### src/rtl/scan_pkg.sv
// scan_pkg: shared scan-mode encodings and segment-length helper for the scan register bank.
package scan_pkg;

  localparam logic [1:0] SCAN_SHIFT   = 2'd0;
  localparam logic [1:0] SCAN_CAPTURE = 2'd1;
  localparam logic [1:0] SCAN_HOLD    = 2'd2;

  function automatic int seg_len(input int width, input int nchain);
    return width / nchain;
  endfunction

  function automatic logic [1:0] scan_mode(input logic se, input logic en);
    return se ? SCAN_SHIFT : en ? SCAN_CAPTURE : SCAN_HOLD;
  endfunction

endpackage

### src/rtl/scan_chain_seg.sv
// scan_chain_seg: one L-bit mux-scan segment; shifts toward bit 0, which drives SO straight from the flop.
module scan_chain_seg #(
  parameter int           L       = 8,
  parameter logic [L-1:0] RST_VAL = '0
) (
  input  logic         clk_i,
  input  logic         rst_i,
  input  logic         se_i,
  input  logic         en_i,
  input  logic         si_i,
  input  logic [L-1:0] d_i,
  output logic [L-1:0] sr_o,
  output logic         so_o
);

  logic [L-1:0] sr_q, sr_d;

  // Ternary select keeps an X on se visible in sr instead of silently picking a branch.
  always_comb sr_d = se_i ? {si_i, sr_q[L-1:1]} : en_i ? d_i : sr_q;

  always_ff @(posedge clk_i) begin
    if (rst_i) sr_q <= RST_VAL;
    else       sr_q <= sr_d;
  end

  assign sr_o = sr_q;
  assign so_o = sr_q[0];

endmodule

### src/rtl/scan_reg_bank.sv
// scan_reg_bank: multi-chain mux-scan register bank with capture enable, optional shadow stage
// and a shift-length counter pulsing SHIFT_DONE after each full segment.
module scan_reg_bank
  import scan_pkg::*;
#(
  parameter int               WIDTH   = 16,
  parameter int               NCHAIN  = 2,
  parameter bit               SHADOW  = 1'b1,
  parameter logic [WIDTH-1:0] RST_VAL = '0
) (
  input  logic              clk_i,
  input  logic              rst_i,
  input  logic              se_i,
  input  logic              en_i,
  input  logic              upd_i,
  input  logic [WIDTH-1:0]  d_i,
  input  logic [NCHAIN-1:0] si_i,
  output logic [WIDTH-1:0]  q_o,
  output logic [NCHAIN-1:0] so_o,
  output logic              shift_done_o
);

  localparam int L  = seg_len(WIDTH, NCHAIN);
  localparam int CW = (L < 2) ? 1 : $clog2(L);

  if ((WIDTH % NCHAIN) != 0 || L < 2) begin : g_bad_cfg
    $error("scan_reg_bank: WIDTH must be a multiple of NCHAIN with segment length >= 2");
  end

  logic [WIDTH-1:0] sr;

  for (genvar c = 0; c < NCHAIN; c++) begin : g_seg
    scan_chain_seg #(
      .L       (L),
      .RST_VAL (RST_VAL[c*L +: L])
    ) u_seg (
      .clk_i (clk_i),
      .rst_i (rst_i),
      .se_i  (se_i),
      .en_i  (en_i),
      .si_i  (si_i[c]),
      .d_i   (d_i[c*L +: L]),
      .sr_o  (sr[c*L +: L]),
      .so_o  (so_o[c])
    );
  end

  logic [CW-1:0] cnt_q, cnt_d;
  logic          done_q, done_d;
  logic          last;

  assign last = cnt_q == CW'(L - 1);

  // Any cycle without SE discards a partial segment count.
  always_comb begin
    cnt_d  = se_i ? (last ? '0 : cnt_q + 1'b1) : '0;
    done_d = se_i && last;
  end

  always_ff @(posedge clk_i) begin
    if (rst_i) begin
      cnt_q  <= '0;
      done_q <= 1'b0;
    end else begin
      cnt_q  <= cnt_d;
      done_q <= done_d;
    end
  end

  assign shift_done_o = done_q;

  if (SHADOW) begin : g_shadow
    logic [WIDTH-1:0] sh_q, sh_d;
    // Loads the pre-edge sr, so a capture in the same cycle reaches sh only on a later update.
    always_comb sh_d = (!se_i && upd_i) ? sr : sh_q;
    always_ff @(posedge clk_i) begin
      if (rst_i) sh_q <= RST_VAL;
      else       sh_q <= sh_d;
    end
    assign q_o = sh_q;
  end else begin : g_direct
    logic unused_upd;
    assign unused_upd = upd_i;
    assign q_o = sr;
  end

endmodule

### config.mk
export PLATFORM = sky130hd
export DESIGN_NAME = scan_reg_bank
export DESIGN_NICKNAME = d
export VERILOG_FILES = /design/src/rtl/scan_pkg.sv /design/src/rtl/scan_chain_seg.sv /design/src/rtl/scan_reg_bank.sv
export SDC_FILE = /design/constraint.sdc
export NUM_CORES = 1
export LEC_CHECK = 0
export BUFFER_PORTS_ARGS = -buffer_cell sky130_fd_sc_hd__buf_2
export CORE_ASPECT_RATIO = 1.25
export CORE_MARGIN = 1
export CORE_UTILIZATION = 48
export DETAILED_ROUTE_END_ITERATION = 12
export PLACE_DENSITY = 0.74
export SETUP_SLACK_MARGIN = 0.05
export SKIP_CTS_REPAIR_TIMING = 1
export SYNTH_ARGS = -nofsm -noshare
export SYNTH_HDL_FRONTEND = slang
export SYNTH_SLANG_ARGS = --single-unit
### constraint.sdc
create_clock -name clk_i -period 2.1 [get_ports clk_i]
set_clock_uncertainty 0.05 [all_clocks]
set_input_delay 0.42 -clock clk_i [delete_from_list [all_inputs] [get_ports clk_i]]
set_output_delay 0.42 -clock clk_i [all_outputs]
set_load 0.03 [all_outputs]
# Word level (Yosys, flattened, before mapping)
# Cells that the tools add are included.
word_totals:
  reg_bits: 36
  inputBits: 23
  output_inout_bits: 19
  word_cells: 17
classes:
  addsub: 1
  eq_ne: 1
  muxes: 4
  bitwise_logic: 1
  reduce_logical: 5
ops:
  columns: ["cell", "n"]
  rows:
  - ["2-to-1 mux 8 bit", 4]
  - ["adder 3 x 1 -> 3 bit, second input constant", 1]
  - ["equality test 3 bit, second input constant", 1]
  - ["OR reduction 3 bit", 1]
  - ["logical AND 1 bit", 2]
  - ["nonzero test 2 bit", 1]
  - ["logical NOT 1 bit", 1]
  - ["inverter 1 bit", 1]

# Depth between registers and ports, before layout
depth:
  word_depth: 2
  ltp_mapped: 6
  ltp_nobuf: 4

# Hierarchy
# A second synthesis with hierarchy kept.
unflattened:
  cells_unflattened: 155
  hier_area_um2: 1660.3
modules_own_cells:
  columns: ["module", "instances", "cells_each", "area_per_inst_um2", "seq_area_each_um2"]
  rows:
  - ["scan_reg_bank", 1, 83, 907.1, 400.4]
  - ["scan_chain_seg", 2, 36, 376.6, 160.2]

# Worst setup path before layout
# No wires, ideal clock.
synth_path:
  path_kind: "input to register"
  from: "input en_i"
  to: "register g_seg[0].u_seg.sr_q[0]"
  setup_time_ns: 0.128
  t_arrival_ns: 1.133
  required_ns: 1.922
  path_slack_ns: 0.789
  stages: 5
  n_path_buf: 2
  cell_sequence: "buf_6 -> buf_6 -> mux2_4 -> mux2i_1 -> nor2_1"
synth_between:
  elab_chain_len: 1
synth_rtl:
  columns: ["element", "line_no", "source"]
  rows:
  - ["start, declared", "scan_reg_bank.sv:14", "input logic en_i,"]
  - ["nonzero test 2 bit (no source line)", null, null]
  - ["end signal, assigned", "scan_chain_seg.sv:23", "else sr_q <= sr_d;"]
  - ["end, declared", "scan_chain_seg.sv:16", "logic [L-1:0] sr_q, sr_d;"]
# No other way between the ends.
# A chain may end at the register's enable or synchronous reset.

# Final worst setup path
layout_path:
  from: "register g_seg[1].u_seg.sr_q[0]"
  to: "output so_o[1]"
layout_lines:
  columns: ["element", "line_no", "source"]
  rows:
  - ["start, declared", "scan_chain_seg.sv:16", null]
  - ["start signal, assigned", "scan_chain_seg.sv:23", null]
  - ["end, declared", "scan_reg_bank.sv:19", "output logic [NCHAIN-1:0] so_o,"]
# No word-level cell between the ends.

==> impl_metrics.tcl <==
set metrics [dict create \
    fin_crit_sh_pct 66.5 \
    fin_util_pct 59.5 \
    grt_max_degree 22 \
    grt_pass1_vias 1151 \
    drtIter0Drc 11 \
    insertion_delay_ns 0.34 \
    synth-seq-area-share_pct 45.7 \
    clock-root-buffer "clkbuf_4" \
    synth-xor-area-share_pct 0 \
    finalCriticalPeriod_ns 1.40 \
    max_freq_mhz 716 \
    start_util_pct 52.1 \
    setup_violations 0 \
    synth_compound_area_share_pct 7.45 \
    cp.required_ns 1.63 \
    grtUsageTotal_pct 20.9 \
    yosys.area.top_type "dfxtp_1" \
    core_area_mm2 0.00303 \
    port_buffers 41 \
    tns_ns 0 \
    rows 22 \
    slew_headroom_pct 56.9 \
    power_density_mw_per_mm2 710 \
    cp_max_fo 3 \
    hold_viol_final 0 \
    syn_inst 155 \
    rsz0062_at_grt "false" \
    clk_path_buf_depth 2 \
    final_net_count 217 \
    vias 1156 \
    overflow 0 \
    antenna_found_initial 0 \
    crit_buf_inv 1 \
    cts_buffers 5 \
    total_leakage_power_nw 0.847 \
    start_kind "flip-flop" \
    cp.arrival_ns 0.93 \
    routed_wl_um 3050 \
    status "finished, final reports clean" \
    hold_class "in -> reg" \
    synth_fa_ha_area_share_pct 1.59 \
    cts_tree "yes" \
    critPathKind "reg -> out" \
    max_slew.worst_pin.slew_ns 0.647 \
    wl_per_cell_um 13.3 \
    grt_pass1_wl_um 5190 \
    cpPeakStageDelay_ns 0.38 \
    ys_ff_latch 36 \
    ant_nets 0 \
    cp_slowest_cell "dfxtp_1" \
    htree_levels 2 \
    syn_avg_cell_area_um2 10.2 \
    synth.distinct_cells 20 \
    crit_chain "buf_2" \
    synth_top_family_by_area "multiplexers" \
    ios 42 \
    cts.clk_slew.worst_paths_ns 0.10 \
    drv_cap 0 \
    endpoint_kind "output port" \
    cts_num_sinks 36 \
    vdd_drop_max_v 0.000453 \
    hpwl_um 2170 \
    synth.net_count 180 \
    drive_gt1_share_pct 40.4 \
    dieArea_mm2 0.00352 \
    syn_to_final_growth_pct 14.3 \
    finalMaxSlewViolations 0 \
    fp.dieW_um 53.3 \
    cp_top_family "flip-flops" \
    yosysWarnings 0 \
    syn_area_mm2 0.00158 \
    drcViolationCount 0 \
    final_area_mm2 0.00180 \
    netlist_top_cells_area "dfxtp_1, mux2i_1, mux2_4" \
    finalPower_mw 1.28 \
    dieHeight_um 66.1 \
    via_per_inst 5.05 \
    whs_ns 0.267 \
    yosys.area.top_type_share_pct 45.7 \
    synth-simple-area-share_pct 14.4 \
    synth.area.mux_share_pct 23.9 \
    drt_pass1_iterations 4 \
    dpl_cell_area_mm2 0.00174 \
    gp_congestion 0.737 \
    antenna_cells 0 \
]
==> worst paths after layout <==
check / start / to / slack (ns) / cells past startpoint
hold reg to reg: cnt_q[0] / cnt_q[0] / 0.39 / 1
setup reg to reg: cnt_q[0] / cnt_q[2] / 0.82 / 4
setup / recovery: g_seg[1].u_seg.sr_o[0] / so_o[1] / 0.70 / 1
hold / removal: si_i[0] / g_seg[0].u_seg.sr_o[7] / 0.27 / 3
==> through the flow <==
stage | std cells | setup slack [ns]
2_1_floorplan | 155 | 0.789
3_3_place_gp | 221 | 0.596
3_5_place_dp | 221 | 0.514
4_1_cts | 229 | 0.684
5_1_grt | 229 | 0.655
6_report | 229 | 0.704
==> kinds of logic after synthesis <==
logic type,after synthesis
and+or+nand+nor,55
DFF,36
muxes,32
AOI/OAI and AO/OA,16
buffers and inverters,14
adders and majority gates,2
==> power breakdown <==
part	switching, mW	internal (mW)
combinational	0.0871	0.0810
sequential	0.0177	0.708
clock	0.226	0.159
total	0.331	0.949
==> routing by layer <==
layer | global-route usage (%) | vias up | wire length (um)
met5 | 0 | - | 0
met4 | 9.87 | 0 | 60
met3 | 6.67 | 6 | 153
met2 | 35.8 | 31 | 1510
met1 | 22.6 | 537 | 1320
li1 | - | 582 | -
==> registers in the layout, indices dropped and copies added, names as in the netlist <==
| register | flops |
|---|---|
| cnt_q | 3 |
| g_seg.u_seg.sr_o | 16 |
| q_o | 16 |
| shift_done_o | 1 |
==> placed cells by master (no fill, tap or decap) <==
master,count
clkinv_2,2
clkbuf_4,5
mux2_4,10
buf_4,3
nand2b_1,1
nand2_1,32
and3b_1,1
mux2i_1,16
a21oi_2,10
dfxtp_1,36
nor3b_1,1
and2_1,2
nor2b_1,2
clkbuf_8,1
ha_1,2
a21oi_1,6
buf_2,41
nor2_1,16
mux2_2,6
==> tightest hold or removal path, cell delays in order <==
cell	delay, ns
buf_2	0.07
mux2i_1	0.05
nor2_1	0.07
==> cell type report <==
| type | instances | area (um2) |
|---|---|---|
| clock buffers | 6 | 51.3 |
| repair buffers | 44 | 228 |
| multi-input cells | 105 | 748 |
| clock inverters | 2 | 10.0 |
| well taps | 36 | 45.0 |
| fillers | 289 | 1220 |
| flip-flops and latches | 36 | 721 |
==> Yosys cell counts <==
cell type,number
mux2_2,6
buf_2,2
dfxtp_1,36
buf_6,4
and2_1,2
nand2_1,32
buf_8,1
nor2b_1,2
a21oi_1,6
and3b_1,1
buf_4,3
clkbuf_2,1
nor2_1,16
mux2_4,10
nand2b_1,1
nor3b_1,1
a21oi_2,10
mux2i_1,16
clkbuf_1,3
ha_1,2
Note: power is estimated with default switching activity, not from simulation.
